<file path="src/rtl/trap_csr_ctrl.sv">
// Exception/ertn commit sequencer and base exception CSR file for the WB stage.
// Optional timer CSRs (TCFG/TVAL/TICLR) are compiled in when TIMER_INT_EN is defined.
module trap_csr_ctrl #(
  parameter int unsigned DRAIN_CYCLES = 2,
  parameter logic [31:0] EENTRY_RST   = 32'h1c008000
) (
  input  logic        clk,
  input  logic        resetn,
  input  logic        wb_valid,
  input  logic [31:0] wb_pc,
  input  logic        wb_exc,
  input  logic [5:0]  wb_ecode,
  input  logic [8:0]  wb_esubcode,
  input  logic        wb_ertn,
  input  logic        csr_we,
  input  logic [13:0] csr_num,
  input  logic [31:0] csr_mask,
  input  logic [31:0] csr_wvalue,
  input  logic [13:0] csr_rnum,
  output logic [31:0] csr_rvalue,
  input  logic [7:0]  hw_int,
  output logic        int_pending,
  output logic        flush,
  output logic [31:0] flush_pc,
  output logic        busy
);

  localparam logic [13:0] CSR_CRMD   = 14'h0;
  localparam logic [13:0] CSR_PRMD   = 14'h1;
  localparam logic [13:0] CSR_ECFG   = 14'h4;
  localparam logic [13:0] CSR_ESTAT  = 14'h5;
  localparam logic [13:0] CSR_ERA    = 14'h6;
  localparam logic [13:0] CSR_EENTRY = 14'hc;
`ifdef TIMER_INT_EN
  localparam logic [13:0] CSR_TCFG   = 14'h41;
  localparam logic [13:0] CSR_TVAL   = 14'h42;
  localparam logic [13:0] CSR_TICLR  = 14'h44;
`endif

  localparam logic [3:0] DRAIN_INIT = 4'(DRAIN_CYCLES - 1);

  typedef enum logic {IDLE, DRAIN} state_t;

  state_t      state;
  logic [3:0]  drain_cnt;
  logic        busy_q;

  logic [3:0]  crmd;       // {DA, IE, PLV}
  logic [2:0]  prmd;       // {PIE, PPLV}
  logic [12:0] ecfg_lie;
  logic [1:0]  is_sw;
  logic [7:0]  is_hw;
  logic        is_timer;
  logic [5:0]  ecode;
  logic [8:0]  esubcode;
  logic [31:0] era;
  logic [25:0] eentry_va;
  logic [12:0] is_full;
`ifdef TIMER_INT_EN
  logic [31:0] tcfg;
  logic [31:0] tval;
`endif

  logic        idle;
  logic        exc_ev;
  logic        ertn_ev;
  logic        csr_wr;
  logic [31:0] wr_old;
  logic [31:0] wr_new;

  assign is_full = {1'b0, is_timer, 1'b0, is_hw, is_sw};

  function automatic logic [31:0] csr_read(input logic [13:0] num);
    logic [31:0] v;
    v = '0;
    case (num)
      CSR_CRMD:   v = {28'd0, crmd};
      CSR_PRMD:   v = {29'd0, prmd};
      CSR_ECFG:   v = {19'd0, ecfg_lie};
      CSR_ESTAT:  v = {1'b0, esubcode, ecode, 3'd0, is_full};
      CSR_ERA:    v = era;
      CSR_EENTRY: v = {eentry_va, 6'd0};
`ifdef TIMER_INT_EN
      CSR_TCFG:   v = tcfg;
      CSR_TVAL:   v = tval;
`endif
      default:    v = '0;
    endcase
    return v;
  endfunction

  // NOTE: every variable written in always_comb gets a value on every path, so no latch is inferred.
  always_comb begin
    idle        = (state == IDLE);
    exc_ev      = idle & wb_valid & wb_exc;
    ertn_ev     = idle & wb_valid & wb_ertn & ~wb_exc;
    csr_wr      = idle & csr_we & ~exc_ev;
    wr_old      = csr_read(csr_num);
    wr_new      = (wr_old & ~csr_mask) | (csr_wvalue & csr_mask);
    csr_rvalue  = csr_read(csr_rnum);
    flush       = exc_ev | ertn_ev;
    flush_pc    = exc_ev ? {eentry_va, 6'd0} : era;
    int_pending = crmd[2] & (|(ecfg_lie & is_full));
  end

  assign busy = busy_q;

  // NOTE: sequential state uses non-blocking assignments so every register samples pre-edge values.
  always_ff @(posedge clk) begin
    if (!resetn) begin
      state     <= IDLE;
      drain_cnt <= '0;
      busy_q    <= 1'b0;
    end else begin
      case (state)
        IDLE: begin
          if (flush) begin
            state     <= DRAIN;
            drain_cnt <= DRAIN_INIT;
            busy_q    <= 1'b1;
          end
        end
        DRAIN: begin
          if (drain_cnt == 4'd0) begin
            state  <= IDLE;
            busy_q <= 1'b0;
          end else begin
            drain_cnt <= drain_cnt - 4'd1;
          end
        end
        default: state <= IDLE;
      endcase
    end
  end

  // Trap updates come after the write decode so they override it on the fields they touch.
  always_ff @(posedge clk) begin
    if (!resetn) begin
      crmd      <= 4'h8;
      prmd      <= '0;
      ecfg_lie  <= '0;
      is_sw     <= '0;
      is_hw     <= '0;
      ecode     <= '0;
      esubcode  <= '0;
      era       <= '0;
      eentry_va <= EENTRY_RST[31:6];
    end else begin
      is_hw <= hw_int;
      if (csr_wr) begin
        case (csr_num)
          CSR_CRMD:   crmd      <= wr_new[3:0];
          CSR_PRMD:   prmd      <= wr_new[2:0];
          CSR_ECFG:   ecfg_lie  <= wr_new[12:0];
          CSR_ESTAT:  is_sw     <= wr_new[1:0];
          CSR_ERA:    era       <= wr_new;
          CSR_EENTRY: eentry_va <= wr_new[31:6];
          default: ;
        endcase
      end
      if (exc_ev) begin
        prmd      <= crmd[2:0];
        crmd[2:0] <= 3'b000;
        era       <= wb_pc;
        ecode     <= wb_ecode;
        esubcode  <= wb_esubcode;
      end else if (ertn_ev) begin
        crmd[2:0] <= prmd;
      end
    end
  end

`ifdef TIMER_INT_EN
  // Timer interrupt: a set from the 1->0 transition beats a same-cycle TICLR clear.
  always_ff @(posedge clk) begin
    if (!resetn) begin
      tcfg     <= '0;
      tval     <= '0;
      is_timer <= 1'b0;
    end else begin
      if (csr_wr && csr_num == CSR_TICLR && wr_new[0]) begin
        is_timer <= 1'b0;
      end
      if (csr_wr && csr_num == CSR_TCFG) begin
        tcfg <= wr_new;
        tval <= {wr_new[31:2], 2'b00};
      end else if (tcfg[0] && tval != 32'd0) begin
        if (tval == 32'd1) begin
          is_timer <= 1'b1;
          tval     <= tcfg[1] ? {tcfg[31:2], 2'b00} : 32'd0;
        end else begin
          tval <= tval - 32'd1;
        end
      end
    end
  end
`else
  assign is_timer = 1'b0;
`endif

endmodule
</file>
<file path="config.mk">
export PLATFORM = sky130hd
export DESIGN_NAME = trap_csr_ctrl
export DESIGN_NICKNAME = d
export VERILOG_FILES = /design/src/rtl/trap_csr_ctrl.sv
export SDC_FILE = /design/constraint.sdc
export NUM_CORES = 1
export LEC_CHECK = 0
export BUFFER_PORTS_ARGS = -buffer_cell sky130_fd_sc_hd__buf_2
export CAP_MARGIN = 20
export CELL_PAD_IN_SITES_DETAIL_PLACEMENT = 1
export CELL_PAD_IN_SITES_GLOBAL_PLACEMENT = 2
export CORE_ASPECT_RATIO = 1.2
export CORE_MARGIN = 4
export CORE_UTILIZATION = 24
export DETAILED_ROUTE_END_ITERATION = 10
export PLACE_DENSITY_LB_ADDON = 0.15
export SLEW_MARGIN = 5
export SYNTH_ARGS = -nofsm -noshare
export SYNTH_HDL_FRONTEND = slang
export SYNTH_SLANG_ARGS = --single-unit
</file>
<file path="constraint.sdc">
create_clock -name clk -period 3.4 [get_ports clk]
set_input_delay 1.02 -clock clk [delete_from_list [all_inputs] [get_ports clk]]
set_output_delay 1.02 -clock clk [all_outputs]
set_load 0.02 [all_outputs]
</file>
Word level (Yosys, flattened, before mapping)
Index checks and enable logic that the tools add are counted.

storage, ports and cells
  input bits = 153
  word-level logic and storage cells = 84
  register bits = 109

cells by class
  add/subtract/negate cells = 1
  reductions and logical operators = 19
  bitwise operators = 17
  equality and inequality tests = 13
  multiplexer cells = 21

operators with widths
  operator             count
  $pmux 32 s6          2
  $mux 32              4
  $eq 14x3->1 const B  6
  $and 32x32->32       2
  $not 32->32          1
  $or 32x32->32        1
  $eq 14x1->1 const B  2
  $eq 14x4->1 const B  2
  $logic_not 14->1     2
  $mux 3               6
  $reduce_and 2->1     9
  $and 13x10->13       1
  $reduce_or 13->1     1
  $reduce_bool 2->1    5
  $mux 4               2
  $pmux 4 s2           1
  $and 1x1->1          7
  $logic_not 4->1      1
  $mux 1               4
  $ne 2x2->1 const B   2
  $not 1->1            4
  $pmux 1 s2           2
  $sub 4x1->4 const B  1
  $ne 2x1->1 const B   1
  other kinds (2)      2

Depth between registers and ports, before layout
  depth after elaboration = 7
  mapped depth = 9
  depth with buffers taken out = 7

Worst setup path before layout
Ideal clock, no wire load.

  kind = input to output
  start point = input csr_rnum[9]
  end point = output csr_rvalue[6]
  arrival = 2.599 ns
  stages = 6
  setup slack = -0.219 ns
  cells stage by stage = nor4_1 > nand3_1 > nor4_1 > clkbuf_1 > a22o_1 > a221o_1

on the way
  word-level cells in the longest chain between the ends = 2
  elaborated cells on any way between the ends = 7
  those cells by class = eq/ne (5); mux (1); reduce/logical (1)

RTL lines
  element                              RTL line  source
  from (decl)                          19        input logic [13:0] csr_rnum,
  $eq 14x4->1 (tied with other cells)  76        case (num)
  $pmux 32 s6 *                        76
  to (decl)                            20        output logic [31:0] csr_rvalue,

Every way passes the cells marked *; elsewhere a longest branch is shown, timed or not.

Final worst setup path
  start point = input csr_rnum[5]
  end point = output csr_rvalue[22]

The elaborated chain is that of the path after synthesis.

==> impl_metrics.tcl <==
set metrics [dict create \
    synth_xor_area_frac 0.00283 \
    synth_edf_count 0 \
    core-area_um2 25500 \
    clockPowerShare 0.375 \
    maxCapViolCount 0 \
    seq_area_frac_synth 0.352 \
    die_h_um 184 \
    gp_congestion 0.795 \
    synth-compound-area-share 0.309 \
    fin_skew_ns 0.00865 \
    max_freq_ghz 0.271 \
    drtPass1Iterations 5 \
    yosysWarnings 0 \
    cts_sinks 109 \
    p_seq_frac 0.466 \
    layout_commonest_cell "buf_2" \
    antenna_found_initial 1 \
    drt-initial-drc-count 361 \
    vias_per_cell 5.22 \
    boundaryPins 220 \
    drc_errors 0 \
    crit_type "in2out" \
    cts_buffers 9 \
    cp-end-kind "primary output" \
    startpoint "csr_rnum[5]" \
    timing.final.ws_setup_ns -0.288 \
    vias 7245 \
    r2r.worst_path.cells 6 \
    slew_violations 0 \
    ant_nets 0 \
    combPwrFrac 0.159 \
    yosys_most_used_dff "dfxtp_1" \
    synth_seq_cells 109 \
    finalNetCount 1208 \
    start_util 0.243 \
    yosys-top-cells-area "dfxtp_1 35%, nand2_1 10%, a21oi_1 6.5%" \
    grtUsageTotal 0.200 \
    fin_util 0.341 \
    finalCritPeriodShare 1.08 \
    rr_startpoint "state" \
    max_slew_margin 0.611 \
    worstReg2RegEnd "eentry_va[9]" \
    rsz0062_at_grt "true" \
    p_leak_uw 0.00383 \
    syn_nets 986 \
    wl_per_cell_um 21.3 \
    async_flop_share 0 \
    synth-simple-area-share 0.240 \
    insertedDiodeCount 0 \
    power_density_nw_per_um2 333 \
    min_period_ns 3.69 \
    die_w_um 155 \
    cp_data_required_time_ns 2.38 \
    dp.cells 1369 \
    cts_tree "yes" \
    synth_top_area_share 0.352 \
    routed_wl_mm 29.6 \
    clk_latency_ns 0.36 \
    start_kind "input pin" \
    peakVddDrop_mv 0.201 \
    portBuffers 219 \
    cts_root_buffer "clkbuf_16" \
    synth_cell_types 55 \
    grt_pass1_wl_mm 44.6 \
    rows 64 \
    syn_inst 831 \
    switching_share 0.299 \
    synth.avg_cell_area_um2 7.45 \
    crit_fanout 7 \
    min_path_type "reg2reg" \
    clockBufferDepth 2 \
    clkSlewWorstSetupHoldPaths_ns 0.08 \
    synthMuxAreaShare 0.0317 \
    die-area_um2 28400 \
    cts_hold_buf 0 \
    intPower_uw 2030 \
    worst-r2r-setup-slack_ns 1.32 \
    h-tree-depth 3 \
    setup_viol 32 \
    place_hpwl_mm 21.3 \
    tightest_slew_ns 0.583 \
    crit_end "csr_rvalue[22]" \
    synth_area_um2 6190 \
    synthAdderAreaFrac 0.00404 \
    drive_above_1_share 0.309 \
    violations "negative setup slack" \
    arrival_ns 2.67 \
    yosysTopAreaCell "dfxtp_1" \
    stdcell_count 1388 \
    p_switching_uw 864 \
    layout_common_cells "184 x buf_2, 169 x nand2_1, 109 x dfxtp_1" \
    gr-total-overflow 0 \
    final-hold-violation-count 0 \
    status "finished, violations left" \
    grt_max_degree 45 \
    area_growth_pct 40.2 \
    grt_pass1_vias 7708 \
    synth_top_family_by_area "compound AO/OA/AOI/OAI gates" \
    fillCellCount 3178 \
]
[cell usage after synthesis (2+ instances only)]
| library cell | n |
|---|---|
| nor2b_1 | 13 |
| nand2_1 | 170 |
| a22o_1 | 25 |
| nand3_1 | 32 |
| a311oi_2 | 2 |
| nor4_2 | 2 |
| or3_1 | 4 |
| and2_1 | 10 |
| o211ai_1 | 3 |
| a221oi_1 | 2 |
| o21ai_0 | 56 |
| ha_1 | 2 |
| o22ai_1 | 4 |
| buf_4 | 2 |
| a32oi_1 | 3 |
| a222oi_1 | 20 |
| o31ai_1 | 5 |
| nor2_1 | 34 |
| mux2i_1 | 14 |
| a221o_1 | 8 |
| clkbuf_1 | 46 |
| buf_2 | 9 |
| nand2b_1 | 8 |
| inv_1 | 29 |
| or2_1 | 2 |
| and3_1 | 5 |
| nor3_1 | 18 |
| or2_2 | 2 |
| a22oi_1 | 31 |
| mux2_2 | 5 |
| buf_1 | 8 |
| a31oi_1 | 24 |
| or4_4 | 4 |
| a21oi_1 | 80 |
| dfxtp_1 | 109 |
| o2bb2ai_1 | 3 |
| a32o_1 | 2 |
| a211oi_1 | 13 |
| nor4_1 | 6 |
[through the flow]
step                      setup slack, ns  hold slack (ns)  power, uW  TNS [ns]  area, um2
after floorplan                   -0.0329            0.449       1590    -0.290       6320
after global placement             -0.264            0.465       1830     -7.59       8130
after detailed placement           -0.309            0.468       1840     -8.84       8130
after CTS                          -0.274            0.480       2930     -7.62       8600
after global routing               -0.358            0.502       3000    -10.26       8680
final                              -0.288            0.478       2890     -7.64       8680
[area by class of cell]
class | count | area, um2 | share of cell area
timing repair buffer | 276 | 1940 | 0.224
inverter | 29 | 109 | 0.0125
sequential | 109 | 2180 | 0.251
tap | 330 | 413 | 0.0476
multi-input combinational | 628 | 3750 | 0.432
clock buffer | 11 | 243 | 0.0280
clock inverter | 5 | 43.8 | 0.00504
[worst min path at each step]
stage / startpoint / to / slack, ns / cells past startpoint
6_report: busy / busy / 0.48 / 2
5_1_grt: esubcode[8] / esubcode[8] / 0.50 / 2
4_1_cts: busy / busy / 0.48 / 2
3_5_place_dp: busy / busy / 0.47 / 2
3_3_place_gp: ecode[4] / ecode[4] / 0.47 / 2
2_1_floorplan: ecode[0] / ecode[0] / 0.45 / 2
[kinds of logic (layout without fill, tap and decap cells)]
family,count (synthesis),count (layout)
XOR/XNOR,2,2
AND/OR/NAND/NOR,318,318
multiplexers,19,19
AO/OA/AOI/OAI,287,287
buffers and inverters,94,321
adder cells (fa/ha/maj),2,2
flip-flops,109,109
[metal layers]
metal,global-route usage,wire length [um],share of wire,up-vias
met5,0,13,0.00044,-
met4,0.0498,367,0.012,2
met3,0.0259,1100,0.037,21
met2,0.361,15100,0.51,169
met1,0.252,13000,0.44,3570
li1,-,-,-,3483
[state kept, by name (all words and copies together), names as in the netlist]
register	count
busy	1
crmd	4
eentry_va	26
is_hw	8
esubcode	9
drain_cnt	4
ecode	6
state	1
prmd	3
era	32
ecfg_lie	13
is_sw	2
[worst max-delay path: stages]
cell	delay [ns]
buf_6	0.10
nor4_4	0.28
nand3_2	0.14
buf_4	0.16
nor4b_4	0.26
buf_6	0.15
buf_12	0.11
clkbuf_16	0.15
a222oi_1	0.09
inv_1	0.09
buf_6	0.11
[repair_timing]
action / 4_1_cts / 5_1_grt
gates resized for setup: 58 / 7
endpoints found under the hold margin: 0 / 0
setup endpoints to repair: 32 / 32
cloned: 0 / 1
pin swaps: 1 / 3
setup buffers: 0 / 2
[power groups by stage]
stage,Sequential [uW],Combinational (uW),Clock [uW]
2_1_floorplan,1360,228,0
3_3_place_gp,1380,458,0
3_5_place_dp,1380,462,0
4_1_cts,1350,465,1120
5_1_grt,1350,504,1150
6_report,1350,460,1080
Note: power is estimated with default switching activity, not from simulation.
